File: config.mk
export PLATFORM = sky130hd
export DESIGN_NAME = flash_boot_loader_flat
export DESIGN_NICKNAME = d
export VERILOG_FILES = /design/src/rtl/flash_boot_loader_if.sv /design/src/rtl/flash_boot_loader.sv /design/src/flat_wrapper.sv
export SDC_FILE = /design/constraint.sdc
export NUM_CORES = 1
export LEC_CHECK = 0
export CORE_AREA = 8 8 111 113
export CTS_BUF_LIST = sky130_fd_sc_hd__clkbuf_4 sky130_fd_sc_hd__clkbuf_8
export CTS_CLUSTER_SIZE = 10
export DETAILED_ROUTE_END_ITERATION = 10
export DIE_AREA = 0 0 119 121
export PLACE_DENSITY = 0.9
export SKIP_CTS_REPAIR_TIMING = 1
export SLEW_MARGIN = 15
export SYNTH_ARGS = -nofsm -noshare
export SYNTH_HDL_FRONTEND = slang
export SYNTH_SLANG_ARGS = --single-unit
File: constraint.sdc
create_clock -name clk -period 3.65 [get_ports clk]
set_input_delay 0.5475 -clock clk [delete_from_list [all_inputs] [get_ports clk]]
set_output_delay 0.5475 -clock clk [all_outputs]
set_load 0.05 [all_outputs]
File: src/rtl/flash_boot_loader_if.sv
// Flash write-port bundle between the boot loader (master) and the flash store (slave).
interface flash_boot_loader_if #(
  parameter int ADDR_W = 15
);
  logic              select;
  logic [3:0]        wstrb;
  logic [ADDR_W-1:0] addr;
  logic [31:0]       data_o;
  logic              ready;

  modport master (output select, wstrb, addr, data_o, input ready);
  modport slave  (input select, wstrb, addr, data_o, output ready);
endinterface

File: src/rtl/flash_boot_loader.sv
// UART-fed boot loader: packs framed bytes into flash words, releases the CPU on a good checksum.
// Optional inter-byte timeout enabled by defining BOOT_TIMEOUT_EN.
module flash_boot_loader #(
  parameter int ADDR_W         = 15,
  parameter int DEPTH          = 8192,
  parameter int TIMEOUT_CYCLES = 1000000
) (
  input  logic                clk,
  input  logic                reset,
  input  logic                rx_valid,
  input  logic [7:0]          rx_data,
  flash_boot_loader_if.master flash,
  output logic                cpu_hold,
  output logic                boot_done,
  output logic                boot_err,
  output logic [2:0]          err_code
);

  typedef enum logic [3:0] {IDLE, LEN0, LEN1, DATA, WRITE, WAIT, CSUM, DONE, ERROR} state_t;

  state_t            state_reg;
  logic [7:0]        len_lo_reg;
  logic [15:0]       len_reg;
  logic [15:0]       word_idx_reg;
  logic [1:0]        lane_reg;
  logic [7:0]        xor_reg;
  logic              select_reg;
  logic [3:0]        wstrb_reg;
  logic [ADDR_W-1:0] addr_reg;
  logic [31:0]       data_reg;
  logic              cpu_hold_reg;
  logic              boot_done_reg;
  logic              boot_err_reg;
  logic [2:0]        err_code_reg;

  logic [23:0]       lane_bytes;
  logic [15:0]       len_next;
  logic [15:0]       idx_next;
  logic              len_bad;
  logic              timeout_hit;

  assign len_next = {rx_data, len_lo_reg};
  assign idx_next = word_idx_reg + 16'd1;
  assign len_bad  = (len_next == 16'd0) || (32'(len_next) > 32'(DEPTH));

  // Lanes 0..2 are buffered; lane 3 goes straight from rx_data into the write word.
  genvar gi;
  generate
    for (gi = 0; gi < 3; gi++) begin : g_lane
      logic [7:0] byte_reg;
      always_ff @(posedge clk) begin
        if (reset)
          byte_reg <= '0;
        else if (state_reg == DATA && rx_valid && lane_reg == 2'(gi))
          byte_reg <= rx_data;
      end
      assign lane_bytes[gi*8 +: 8] = byte_reg;
    end
  endgenerate

`ifdef BOOT_TIMEOUT_EN
  localparam int CNT_W = $clog2(TIMEOUT_CYCLES + 1);
  logic [CNT_W-1:0] idle_cnt_reg;
  logic             counting;

  assign counting    = (state_reg == LEN0) || (state_reg == LEN1) ||
                       (state_reg == DATA) || (state_reg == CSUM);
  assign timeout_hit = counting && !rx_valid &&
                       (idle_cnt_reg == CNT_W'(TIMEOUT_CYCLES - 1));

  // Holds its value across WRITE/WAIT so the gap is measured from the last byte.
  always_ff @(posedge clk) begin
    if (reset || rx_valid)
      idle_cnt_reg <= '0;
    else if (counting && !timeout_hit)
      idle_cnt_reg <= idle_cnt_reg + CNT_W'(1);
  end
`else
  // No inter-byte timer in this build; the comparison is constant false.
  assign timeout_hit = (TIMEOUT_CYCLES < 0);
`endif

  always_ff @(posedge clk) begin
    if (reset) begin
      state_reg     <= IDLE;
      len_lo_reg    <= '0;
      len_reg       <= '0;
      word_idx_reg  <= '0;
      lane_reg      <= '0;
      xor_reg       <= '0;
      select_reg    <= 1'b0;
      wstrb_reg     <= 4'b0000;
      addr_reg      <= '0;
      data_reg      <= '0;
      cpu_hold_reg  <= 1'b1;
      boot_done_reg <= 1'b0;
      boot_err_reg  <= 1'b0;
      err_code_reg  <= 3'd0;
    end else begin
      select_reg <= 1'b0;
      wstrb_reg  <= 4'b0000;
      case (state_reg)
        IDLE, ERROR: begin
          if (rx_valid && rx_data == 8'hA5) begin
            state_reg    <= LEN0;
            word_idx_reg <= '0;
            lane_reg     <= '0;
            xor_reg      <= '0;
            boot_err_reg <= 1'b0;
            err_code_reg <= 3'd0;
          end
        end
        LEN0: begin
          if (timeout_hit) begin
            state_reg <= ERROR; boot_err_reg <= 1'b1; err_code_reg <= 3'd4;
          end else if (rx_valid) begin
            len_lo_reg <= rx_data;
            state_reg  <= LEN1;
          end
        end
        LEN1: begin
          if (timeout_hit) begin
            state_reg <= ERROR; boot_err_reg <= 1'b1; err_code_reg <= 3'd4;
          end else if (rx_valid) begin
            if (len_bad) begin
              state_reg <= ERROR; boot_err_reg <= 1'b1; err_code_reg <= 3'd1;
            end else begin
              len_reg   <= len_next;
              state_reg <= DATA;
            end
          end
        end
        DATA: begin
          if (timeout_hit) begin
            state_reg <= ERROR; boot_err_reg <= 1'b1; err_code_reg <= 3'd4;
          end else if (rx_valid) begin
            xor_reg  <= xor_reg ^ rx_data;
            lane_reg <= lane_reg + 2'd1;
            if (lane_reg == 2'd3) begin
              select_reg <= 1'b1;
              wstrb_reg  <= 4'b1111;
              addr_reg   <= ADDR_W'(word_idx_reg);
              data_reg   <= {rx_data, lane_bytes};
              state_reg  <= WRITE;
            end
          end
        end
        WRITE: begin
          if (rx_valid) begin
            state_reg <= ERROR; boot_err_reg <= 1'b1; err_code_reg <= 3'd3;
          end else begin
            state_reg <= WAIT;
          end
        end
        WAIT: begin
          if (rx_valid) begin
            state_reg <= ERROR; boot_err_reg <= 1'b1; err_code_reg <= 3'd3;
          end else if (flash.ready) begin
            word_idx_reg <= idx_next;
            state_reg    <= (idx_next == len_reg) ? CSUM : DATA;
          end
        end
        CSUM: begin
          if (timeout_hit) begin
            state_reg <= ERROR; boot_err_reg <= 1'b1; err_code_reg <= 3'd4;
          end else if (rx_valid) begin
            if (rx_data == xor_reg) begin
              state_reg     <= DONE;
              boot_done_reg <= 1'b1;
              cpu_hold_reg  <= 1'b0;
            end else begin
              state_reg <= ERROR; boot_err_reg <= 1'b1; err_code_reg <= 3'd2;
            end
          end
        end
        DONE: ;
        default: state_reg <= IDLE;
      endcase
    end
  end

  assign flash.select = select_reg;
  assign flash.wstrb  = wstrb_reg;
  assign flash.addr   = addr_reg;
  assign flash.data_o = data_reg;
  assign cpu_hold     = cpu_hold_reg;
  assign boot_done    = boot_done_reg;
  assign boot_err     = boot_err_reg;
  assign err_code     = err_code_reg;

endmodule

File: src/flat_wrapper.sv
// flat-port wrapper written by rule: the top's interface ports become plain ports
module flash_boot_loader_flat 
#(
  parameter int ADDR_W         = 15,
  parameter int DEPTH          = 8192,
  parameter int TIMEOUT_CYCLES = 1000000
)
  (clk, reset, rx_valid, rx_data, cpu_hold, boot_done, boot_err, err_code, flash_select, flash_wstrb, flash_addr, flash_data_o, flash_ready);
  flash_boot_loader_if #(.ADDR_W(ADDR_W)) flash_i ();
  input  logic clk;
  input  logic reset;
  input  logic rx_valid;
  input  logic [7:0] rx_data;
  output logic cpu_hold;
  output logic boot_done;
  output logic boot_err;
  output logic [2:0] err_code;
  output wire logic [$bits(flash_i.select)-1:0] flash_select;
  output wire logic [$bits(flash_i.wstrb)-1:0] flash_wstrb;
  output wire logic [$bits(flash_i.addr)-1:0] flash_addr;
  output wire logic [$bits(flash_i.data_o)-1:0] flash_data_o;
  input wire logic [$bits(flash_i.ready)-1:0] flash_ready;
  assign flash_select = flash_i.select;
  assign flash_wstrb = flash_i.wstrb;
  assign flash_addr = flash_i.addr;
  assign flash_data_o = flash_i.data_o;
  assign flash_i.ready = flash_ready;
  flash_boot_loader #(.ADDR_W(ADDR_W), .DEPTH(DEPTH), .TIMEOUT_CYCLES(TIMEOUT_CYCLES)) u_core (.clk(clk), .reset(reset), .rx_valid(rx_valid), .rx_data(rx_data), .flash(flash_i), .cpu_hold(cpu_hold), .boot_done(boot_done), .boot_err(boot_err), .err_code(err_code));
endmodule
==> flow_summary_export.csv <==
group,metric,value,unit
power_and_ir_drop,power.switching,726,uW
logic_synthesis,synth.area.top_cells,"dfxtp_1 (44%), nand2_1 (9.2%), a21oi_1 (9.0%)",
flow_run,drv_cap,0,
min_path,whs_path_depth,2,
sta,worst_pin_slew,952,ps
cells_and_area,largest_reg_flops,32,
logic_synthesis,synth_cell_types,52,
cells_and_area,nNetsFinal,817,
route,via_per_inst,5.93,
logic_synthesis,synth_top_cells_by_count,"nand2_1 (146), dfxtp_1 (131), a21oi_1 (107)",
power_and_ir_drop,pwr-share-seq,51.5,%
min_path,whs_endpoint,"u_core.cpu_hold",
clocking,cts.sinks,131,
power_and_ir_drop,power_density,392,nW/um2
global_route,antenna_found_initial,0,
route,finalWirelength,15.4,mm
setup_path,crit_type,"register to register",
power_and_ir_drop,p_int,2.05,mW
cells_and_area,syn_to_final_growth,18.9,%
logic_synthesis,synth_top_cell_by_area,"dfxtp_1",
setup_path,rr_endpoint,"u_core.state_reg[0]",
outcome,run_status,"completed",
setup_path,cp_data_required_time,3990,ps
setup_path,worstReg2RegStart,"u_core.word_idx_reg[0]",
route,wl_per_cell,16.2,um
route,dr.first_iter.drc_count,569,
logic_synthesis,synth_cells,762,
cells_and_area,multi_input_area,3010,um2
sta,setup-violations-final,0,
cells_and_area,nFillCells,825,
placed_design,io_buffer_count,68,
placed_design,dp_hpwl,9.84,mm
die,coreArea,10600,um2
route,vias,5655,
logic_synthesis,syn_area,5950,um2
min_path,min_from,"u_core.cpu_hold",
clocking,clock_latency,450,ps
cells_and_area,drive_gt1_share,6.77,%
setup_path,crit_path_max_fanout,9,
route,drc_errors,0,
setup_path,r2r_cells,7,
sta,slew_violations,0,
clocking,clockBufferDepth,2,
setup_path,endpoint_kind,"register",
setup_path,rrSetupSlack,680,ps
cells_and_area,finalNonFillerCells,953,
min_path,min_path_type,"register to register",
clocking,cts.clk_slew.worst_paths,90,ps
sta,fmax,0.337,GHz
die,die_w,119,um
cells_and_area,n_antenna_cell,0,
clocking,cts.root.buffer_cell,"clkbuf_8",
sta,hold_viol_final,0,
logic_synthesis,synth_most_common_cell,"nand2_1",
sta,period_needed,2970,ps
sta,max_slew_margin,36.5,%
logic_synthesis,avgSynthCellArea,7.81,um2
setup_path,startpoint_type,"register",
logic_synthesis,synthFlopType,"dfxtp_1",
power_and_ir_drop,irDropWorstVdd,256,uV
global_route,grt_pass1_vias,5345,
logic_synthesis,seq_area_frac_synth,44.1,%
global_route,overflow,0,
power_and_ir_drop,power_frac_clock,45.5,%
power_and_ir_drop,leakagePower,2.47,nW
die,ios,70,
power_and_ir_drop,combPwrFrac,3.0,%
global_route,grt_pass1_wl,25.3,mm
route,drtPass1Iterations,8,
cells_and_area,ff_latch_area,2620,um2
logic_synthesis,ys_ff_latch,131,
logic_synthesis,netlist.area_leader.share,44.1,%
sta,tns,0,ps
logic_synthesis,async_flop_share,0,%
clocking,htreeDepth,4,
sta,fin_skew,12.8,ps
sta,rsz0062_at_grt,"false",
logic_synthesis,synth_warnings,0,
die,initial_core_util,56.1,%
placed_design,gp_congestion,0.896,
sta,fin_crit_sh,81.3,%
global_route,track_usage,21.1,%
clocking,numCtsBuffers,17,
clocking,cts_tree,"yes",
die,die_y,121,um
power_and_ir_drop,swShare,26.2,%
logic_synthesis,synth-edff-count,0,
die,row_count,38,
route,ant_nets,0,
logic_synthesis,synth_nets,779,
die,die_area,14400,um2
setup_path,critPathArrivalTime,3310,ps
placed_design,placed_cells,921,
global_route,grt_start_max_net_pins,81,
## per-layer routing
layer	global-route usage [%]	wire (um)	vias up	part of all wire, %
li1	-	-	2684	-
met3	5.26	1350	55	8.8
met2	34.5	7310	299	47
met5	0	0	-	0
met4	10.8	477	0	3.1
met1	25.4	6280	2617	41
## how the worst max path moves through the flow
| stage | start | end | slack [ps] | cells after the start |
|---|---|---|---|---|
| 6_report | u_core.word_idx_reg[0] | u_core.state_reg[0] | 680 | 7 |
| 5_1_grt | u_core.word_idx_reg[0] | u_core.state_reg[0] | 580 | 7 |
| 4_1_cts | u_core.word_idx_reg[0] | u_core.state_reg[0] | 750 | 7 |
| 3_5_place_dp | rx_data[2] | u_core.state_reg[0] | 780 | 7 |
| 3_3_place_gp | u_core.word_idx_reg[0] | u_core.state_reg[0] | 790 | 7 |
| 2_1_floorplan | rx_data[2] | u_core.len_reg[9] | 1330 | 8 |
## power groups by stage
stage,registers [mW],clock network (mW),logic (mW)
final,1.43,1.26,0.0833
after global routing,1.43,1.34,0.0871
after CTS,1.43,1.26,0.0810
after detailed placement,1.46,0,0.0799
after global placement,1.46,0,0.0802
after floorplan,1.46,0,0.0475
## logic make-up after synthesis
group	share of synthesized area, %
other	0.0630
multiplexers	3.87
AO/OA/AOI/OAI	15.4
AND/OR/NAND/NOR	25.7
buffers and inverters	5.34
flip-flops	44.1
adder cells (fa/ha/maj)	1.05
XOR/XNOR	4.42
## through the flow
step | hold WS (ps) | worst slack, ps | total power [mW] | utilization (%) | area [um2]
4_1_cts | 449 | 752 | 2.77 | 66.7 | 7070
5_1_grt | 461 | 585 | 2.85 | 66.7 | 7070
6_report | 453 | 682 | 2.77 | 66.7 | 7070
3_3_place_gp | 438 | 789 | 1.54 | 62.9 | 6670
3_5_place_dp | 438 | 777 | 1.54 | 62.9 | 6670
2_1_floorplan | 432 | 1330 | 1.51 | - | 5950
## worst max-delay path: stages, from the launching register on
cell       delay, ps
dfxtp_1          520
ha_1             380
nand4_1          340
a2111oi_0        530
nor3b_1          110
nor4_1           330
o2111ai_1        300
a211o_1          360
## area by class of cell
cell class / count / share of cell area, %
multi-input combinational: 555 / 42.6
clock inverter: 14 / 2.28
tap: 140 / 2.48
inverter: 10 / 0.531
clock buffer: 18 / 3.50
sequential: 131 / 37.1
timing repair buffer: 85 / 11.6
## placed cells by master (no fill, tap or decap), types with 3 or more instances in the layout
| cell type | synthesis | layout |
|---|---|---|
| inv_6 | 0 | 4 |
| nand4_1 | 9 | 9 |
| or3_1 | 9 | 9 |
| xnor2_1 | 23 | 23 |
| nor2b_1 | 8 | 8 |
| inv_8 | 0 | 5 |
| nor4_1 | 10 | 10 |
| inv_1 | 10 | 10 |
| nand2b_1 | 3 | 3 |
| o21ai_0 | 29 | 29 |
| clkdlybuf4s50_1 | 0 | 67 |
| ha_1 | 5 | 5 |
| a21oi_1 | 107 | 107 |
| nand2_1 | 146 | 146 |
| nand3b_1 | 9 | 9 |
| buf_4 | 5 | 17 |
| a2111oi_0 | 4 | 4 |
| mux2i_1 | 23 | 23 |
| nor3_1 | 12 | 12 |
| and3_1 | 5 | 5 |
| nor3b_1 | 5 | 5 |
| dfxtp_1 | 131 | 131 |
| a31oi_1 | 4 | 4 |
| nor2_1 | 68 | 67 |
| xor2_1 | 7 | 7 |
| nand3_1 | 36 | 36 |
| clkbuf_8 | 0 | 18 |
(Power assumes the default switching activity.)
